`src/rtl/led_fade_if.sv`:
```
// Fade-command handshake between a command source and the led_fade sequencer.
// The command fields are only meaningful while cmd_valid is high.
interface led_fade_if #(
  parameter int DIV_W = 16
) ();
  logic             cmd_valid;
  logic             cmd_ready;
  logic [7:0]       cmd_level;
  logic [DIV_W-1:0] cmd_div;

  modport master (
    output cmd_valid,
    output cmd_level,
    output cmd_div,
    input  cmd_ready
  );

  modport slave (
    input  cmd_valid,
    input  cmd_level,
    input  cmd_div,
    output cmd_ready
  );
endinterface

```
`src/rtl/led_fade.sv`:
```
// Brightness sequencer feeding the 8-bit PWM stage: ramps an internal level toward a
// commanded target one LSB per interval and presents it (optionally gamma-squared) as bright.
module led_fade #(
  parameter int GAMMA = 0,
  parameter int DIV_W = 16
) (
  input  logic       clk,
  input  logic       reset_n,
  led_fade_if.slave  cmd,
  output logic [7:0] bright,
  output logic       busy,
  output logic       done
);

  localparam logic [1:0] IDLE = 2'd0;
  localparam logic [1:0] UP   = 2'd1;
  localparam logic [1:0] DOWN = 2'd2;

  localparam logic [DIV_W-1:0] DIV_ONE = DIV_W'(1);

  logic [1:0]       state_q,  state_d;
  logic [7:0]       level_q,  level_d;
  logic [7:0]       target_q, target_d;
  logic [DIV_W-1:0] div_q,    div_d;
  logic [DIV_W-1:0] presc_q,  presc_d;
  logic [7:0]       bright_q, bright_d;
  logic             done_q,   done_d;

  logic             stepHit;
  logic [7:0]       levelStep;
  logic [15:0]      levelSq;

  assign cmd.cmd_ready = (state_q == IDLE);
  assign busy          = (state_q != IDLE);
  assign done          = done_q;
  assign bright        = bright_q;

  assign stepHit   = (presc_q == (div_q - DIV_ONE));
  assign levelStep = (state_q == UP) ? (level_q + 8'd1) : (level_q - 8'd1);
  assign levelSq   = {8'd0, level_q} * {8'd0, level_q};

  // Stepping can never wrap: the ramp stops as soon as the stepped level meets the target,
  // and the target always lies on the far side of the level in the ramp direction.
  always_comb begin
    state_d  = state_q;
    level_d  = level_q;
    target_d = target_q;
    div_d    = div_q;
    presc_d  = presc_q;
    done_d   = 1'b0;
    case (state_q)
      IDLE: begin
        if (cmd.cmd_valid) begin
          target_d = cmd.cmd_level;
          div_d    = cmd.cmd_div;
          presc_d  = '0;
          if (cmd.cmd_div == '0) begin
            level_d = cmd.cmd_level;
            done_d  = 1'b1;
          end else if (cmd.cmd_level == level_q) begin
            done_d = 1'b1;
          end else if (cmd.cmd_level > level_q) begin
            state_d = UP;
          end else begin
            state_d = DOWN;
          end
        end
      end
      UP, DOWN: begin
        presc_d = presc_q + DIV_ONE;
        if (stepHit) begin
          presc_d = '0;
          level_d = levelStep;
          if (levelStep == target_q) begin
            state_d = IDLE;
            done_d  = 1'b1;
          end
        end
      end
      default: state_d = IDLE;
    endcase
  end

  // Squared mapping keeps 0->0, 1->1 and 255->255 thanks to the +255 rounding bias.
  always_comb begin
    bright_d = level_q;
    if (GAMMA != 0) begin
      bright_d = 8'((levelSq + 16'd255) >> 8);
    end
  end

  always_ff @(posedge clk) begin
    if (!reset_n) begin
      state_q  <= IDLE;
      level_q  <= '0;
      target_q <= '0;
      div_q    <= '0;
      presc_q  <= '0;
      bright_q <= '0;
      done_q   <= 1'b0;
    end else begin
      state_q  <= state_d;
      level_q  <= level_d;
      target_q <= target_d;
      div_q    <= div_d;
      presc_q  <= presc_d;
      bright_q <= bright_d;
      done_q   <= done_d;
    end
  end

endmodule

```
`src/flat_wrapper.sv`:
```
// flat-port wrapper written by rule: the top's interface ports become plain ports
module led_fade_flat 
#(
  parameter int GAMMA = 0,
  parameter int DIV_W = 16
)
  (clk, reset_n, bright, busy, done, cmd_cmd_valid, cmd_cmd_level, cmd_cmd_div, cmd_cmd_ready);
  led_fade_if #(.DIV_W(DIV_W)) cmd_i ();
  input  logic clk;
  input  logic reset_n;
  output logic [7:0] bright;
  output logic busy;
  output logic done;
  input wire logic [$bits(cmd_i.cmd_valid)-1:0] cmd_cmd_valid;
  input wire logic [$bits(cmd_i.cmd_level)-1:0] cmd_cmd_level;
  input wire logic [$bits(cmd_i.cmd_div)-1:0] cmd_cmd_div;
  output wire logic [$bits(cmd_i.cmd_ready)-1:0] cmd_cmd_ready;
  assign cmd_i.cmd_valid = cmd_cmd_valid;
  assign cmd_i.cmd_level = cmd_cmd_level;
  assign cmd_i.cmd_div = cmd_cmd_div;
  assign cmd_cmd_ready = cmd_i.cmd_ready;
  led_fade #(.GAMMA(GAMMA), .DIV_W(DIV_W)) u_core (.clk(clk), .reset_n(reset_n), .cmd(cmd_i), .bright(bright), .busy(busy), .done(done));
endmodule
```
`config.mk`:
```
export PLATFORM = sky130hd
export DESIGN_NAME = led_fade_flat
export DESIGN_NICKNAME = d
export VERILOG_FILES = /design/src/rtl/led_fade_if.sv /design/src/rtl/led_fade.sv /design/src/flat_wrapper.sv
export SDC_FILE = /design/constraint.sdc
export NUM_CORES = 1
export LEC_CHECK = 0
export ABC_AREA = 1
export CAP_MARGIN = 20
export CORE_MARGIN = 5
export CORE_UTILIZATION = 45
export DETAILED_ROUTE_END_ITERATION = 10
export PLACE_DENSITY_LB_ADDON = 0.3
export SLEW_MARGIN = 10
export SYNTH_ARGS = -nofsm -noshare
export SYNTH_HDL_FRONTEND = slang
export SYNTH_SLANG_ARGS = --single-unit
```
`constraint.sdc`:
```
create_clock -name clk -period 5.5 [get_ports clk]
set_input_delay 1.1 -clock clk [delete_from_list [all_inputs] [get_ports clk]]
set_output_delay 1.1 -clock clk [all_outputs]
set_load 0.02 [all_outputs]
```
# After elaboration in Yosys (flattened, before gate mapping)
# Cells that the tools add are included.
# word_totals
word_cells	53
reg_bits	59
input_bits	27
out_inout_bits	11
# op_classes
mux	21
magnitude_cmp	1
n_reduce_logical	9
eq_ne	11
n_addsub	4
# op_table
cell	n
two-way mux 16 bit	2
two-way mux 8 bit	4
case mux 16 bit (2 select lines)	1
adder 16 x 1 -> 16 bit, second input constant	1
== test 16 bit	1
== test 8 bit	2
logical NOT 16 bit	1
case mux 8 bit (2 select lines)	1
subtractor 16 x 1 -> 16 bit, second input constant	1
two-way mux 2 bit	6
adder 8 x 1 -> 8 bit, second input constant	1
greater-than comparator 8 bit	1
subtractor 8 x 1 -> 8 bit, second input constant	1
inequality test 2 x 1 -> 1 bit, second input constant	3
inequality test 2 bit, second input constant	3
two-way mux 1 bit	5
AND reduction 5 bit	1
case mux 2 bit (2 select lines)	1
AND reduction 2 bit	2
AND reduction 4 bit	1
nonzero test 2 bit	2
== test 2 x 1 -> 1 bit, second input constant	1
== test 2 bit, second input constant	1
logical NOT 2 bit	1
2 further kinds	2

# Depth between registers and ports, before layout
# depth
ltp_word	6
ltp_mapped	18

# Worst setup path after synthesis
# OpenSTA, ideal clock, no wires.
# synth_timing
path_kind	input to register
startpoint	input port cmd_cmd_valid
endpoint	register u_core.presc_q[14]
setup_ns	0.115
t_arrival_ns	2.231
stages	10
setup_slack_ns	3.154
cell_sequence	inv_1 a21oi_1 nand2_1 nor2_1 nand2_1 nor3b_1 nand2_1 nor2_1 xnor2_1 nor2_1
# synth_between
elab_chain_len	2
# synth_rtl
item	line_no	rtl
start, declared	flat_wrapper.sv:14	input wire logic [$bits(cmd_i.cmd_valid)-1:0] cmd_cmd_valid;
inequality test 2 bit (no line)	n/a	
AND reduction 2 bit (no line)	n/a	
end signal, assigned	led_fade.sv:106	presc_q <= presc_d;
end, declared	led_fade.sv:25	logic [DIV_W-1:0] presc_q, presc_d;
# Every way passes these cells.
# A chain may end at the register's enable or synchronous reset.

# Worst setup path after layout
# layout_timing
startpoint	input port cmd_cmd_div[15]
endpoint	register u_core.level_q[7] (netlist: u_core.bright_d[7])
# layout_between
elab_chain_len	3
# layout_rtl
item	line_no	rtl
start, declared	flat_wrapper.sv:16	input wire logic [$bits(cmd_i.cmd_div)-1:0] cmd_cmd_div;
logical NOT 16 bit	led_fade.sv:57	if (cmd.cmd_div == '0) begin
inequality test 2 x 1 -> 1 bit (no line)	n/a	
AND reduction 4 bit (no line)	n/a	
end signal, assigned	led_fade.sv:103	level_q <= level_d;
end, declared	led_fade.sv:22	logic [7:0] level_q, level_d;
# Every way passes these cells.

==> reports/metrics.cfg <==
[run_status]
status=finished clean

[detailed_routing]
top_layer_used=met4
dr_wl_met2_mm=4.86
antenna_left=0
vias=3771
route.detailed.drc=0
drtIter0Drc=155
wirelength_mm=9.52
viasPerCell=5.07
wl_per_cell_um=12.8
drt_pass1_iterations=4
wl_met3_um=351
drt-met1-wl_mm=4.03

[synthesis]
ys_warn_count=0
yosysSeqAreaShare=0.306
yosys-top-cells-area=dfxtp_1 (31%), nand2_1 (14%), nor2_1 (8.5%)
synthesis.area_mm2=0.00386
synth_top_area_cell=dfxtp_1
synth_seq_cells=59
yosys-top-cells-count=nand2_1 (144), nor2_1 (88), inv_1 (79)
syn-num-nets=642
ys.flop_type=dfxtp_1
synth_area_per_cell_um2=6.49
synth_top_area_share=0.306
synth.distinct_cells=30
synthArstFlopShare=0
synth_edf_count=0
yosysMostFrequentCell=nand2_1
synth_cells=595

[setup_path]
worstPathCellList=clkdlybuf4s50_1 -> nor4_1 -> nand4_1 -> o22ai_1 -> nand2_4 -> nor2_1 -> nor2_1
r2r-end=u_core.state_q[0]$_SDFFE_PN0P_
cp_slowest_stage_delay_ns=0.58
worstPathRequired_ns=5.73
path_common_cell=nor2_1
critPathBufInv=1
worstPathMaxFanout=14
slowest_stage=nor4_1
path_depth=7
crit_family=simple AND/OR/NAND/NOR gates
path_class=in2reg
r2r_slack_ns=2.78
reg2reg_depth=17
end_kind=flip-flop
crit_arrival_ns=3.20
critPathCapture=u_core.bright_d[7]$_SDFFE_PN0P_
r2r_start=u_core.state_q[1]$_SDFFE_PN0P_
start_kind=input port
cp-startpoint=cmd_cmd_div[15]

[sta]
fin_crit_ns=2.97
rsz0062_at_grt=no
relSlewSlack=0.561
fin_ws_ns=2.53
post-route-period-util=0.539
fin_worst_skew_ns=0.00902
tightest_slew_ns=0.653
setup_viol=0
tns_ns=0
fmax_mhz=337
hold_viol=0
finalMaxSlewViolations=0

[clocking]
clk_pin_slew_worst_paths_ns=0.07
clockRootBuffer=clkbuf_8
cts_buffers=9
cts_buffer_depth=2
clock_latency_ns=0.34
post_cts_resized=0
cts_hold_buf=0
cts_sinks=59
cts.htree.levels=3
post_cts_buffers=0
cts_tree=built

[final_layout]
fin_util=0.543
diodes=0
nNetsFinal=681
area_delta_synth_final_pct=16.7
drive_above_1_share=0.0532

[place]
numPortBuffers=37
hpwlAfterDp_mm=7.45
preCtsSetupSlack_ns=2.12
place_congestion=0.886

[die]
fp.dieH_um=103
core_area_mm2=0.00830
initial_core_util=0.466
rows=33
dieArea_mm2=0.0105
die_x_um=103
io_pins=38

[worst_hold_path]
hp-class=reg2reg
worstHoldStart=u_core.bright_d[5]$_SDFFE_PN0P_

[power_and_ir_drop]
p_int_w=0.00119
powerDensity_mw_per_mm2=519
finalPower_w=0.00234
p_switching_w=0.00115
seq_power_share=0.266
power.leakage_nw=2.12
clockPowerShare=0.152
pwr-share-comb=0.582
vdd_drop_max_v=0.000309
swShare=0.492

[global_routing]
grt_pass1_wl_mm=16.1
antenna_found_initial=0
grt_pass1_vias=3675
grt_max_degree=36
grt_overflow=0
grt.total_usage=0.192

[job]
cap_violations=0

[worst min-delay path by stage]
stage	end	depth (start not counted)
final	u_core.bright[5]$_SDFF_PN0_	2
after CTS	u_core.bright[5]$_SDFF_PN0_	2
after global placement	u_core.bright[5]$_SDFF_PN0_	2
after detailed placement	u_core.bright[5]$_SDFF_PN0_	2
after global routing	u_core.bright[2]$_SDFF_PN0_	2
after floorplan	u_core.bright[1]$_SDFF_PN0_	2
[worst register-to-register path, stage by stage (launching register included)]
cell	delay [ns]
dfxtp_1	0.32
inv_1	0.10
ha_1	0.29
inv_1	0.18
ha_1	0.40
nand2_1	0.09
nand2_1	0.07
a21oi_1	0.24
nand3_1	0.14
nand3_1	0.10
nand2_1	0.07
nor2_1	0.14
nand3_1	0.09
nand2_1	0.08
nand3_1	0.13
nand2_1	0.09
inv_1	0.04
nor2_1	0.09
[registers in the layout (all words and copies together) (netlist names)]
| register | count |
|---|---|
| u_core.bright | 8 |
| u_core.bright_d | 8 |
| u_core.div_q | 16 |
| u_core.done | 1 |
| u_core.presc_q | 16 |
| u_core.state_q | 2 |
| u_core.target_q | 8 |
[placed cells by master (no fill, tap or decap)]
cell	n
nand2_1	144
nor2_1	88
inv_1	79
dfxtp_1	59
clkdlybuf4s50_1	37
o21ai_0	36
nand3_1	33
a21oi_1	31
xor2_1	22
ha_1	19
nand4_1	14
xnor2_1	12
nor3_1	10
clkbuf_8	9
nor4_1	5
nand3b_1	5
nand2_2	4
nor2_2	4
nor3b_1	3
clkinvlp_4	3
buf_4	3
nor2_4	2
nand2_4	2
a31oi_1	2
or2_2	2
o2111ai_1	2
clkinv_4	2
and2_1	1
o22ai_1	1
o211ai_1	1
fa_1	1
inv_6	1
clkinv_2	1
buf_8	1
[logic make-up after synthesis]
group	share of synthesized area
flip-flops	0.306
buffers and inverters	0.0955
AO/OA/AOI/OAI	0.0981
XOR/XNOR	0.0771
AND/OR/NAND/NOR	0.357
adder cells (fa/ha/maj)	0.0667
[layer usage]
layer,GRT usage,vias to the layer above
met3,0.0413,17
met1,0.219,1714
met4,0.0858,0
li1,-,1977
met5,0,-
met2,0.343,63
[cell type report]
class	count	area, µm²
clock buffer	9	124
sequential	59	1180
inverter	79	297
timing repair buffer	41	408
tap	105	131
fill	818	3790
multi-input combinational	444	2310
clock inverter	7	53.8
[power groups by stage]
stage / clock network, W / registers, W / logic (W)
after floorplan: 0 / 0.000615 / 0.00105
after global placement: 0 / 0.000629 / 0.00131
after detailed placement: 0 / 0.000631 / 0.00135
after CTS: 0.000367 / 0.000621 / 0.00136
after global routing: 0.000383 / 0.000636 / 0.00156
final: 0.000355 / 0.000622 / 0.00136
[metrics by stage]
stage          area, µm²  hold slack [ns]  cells
2_1_floorplan       3860            0.424    595
5_1_grt             4510            0.475    744
4_1_cts             4490            0.456    743
3_5_place_dp        4320            0.445    727
6_report            4510            0.453    744
3_3_place_gp        4320            0.452    727
(Power assumes the default switching activity.)
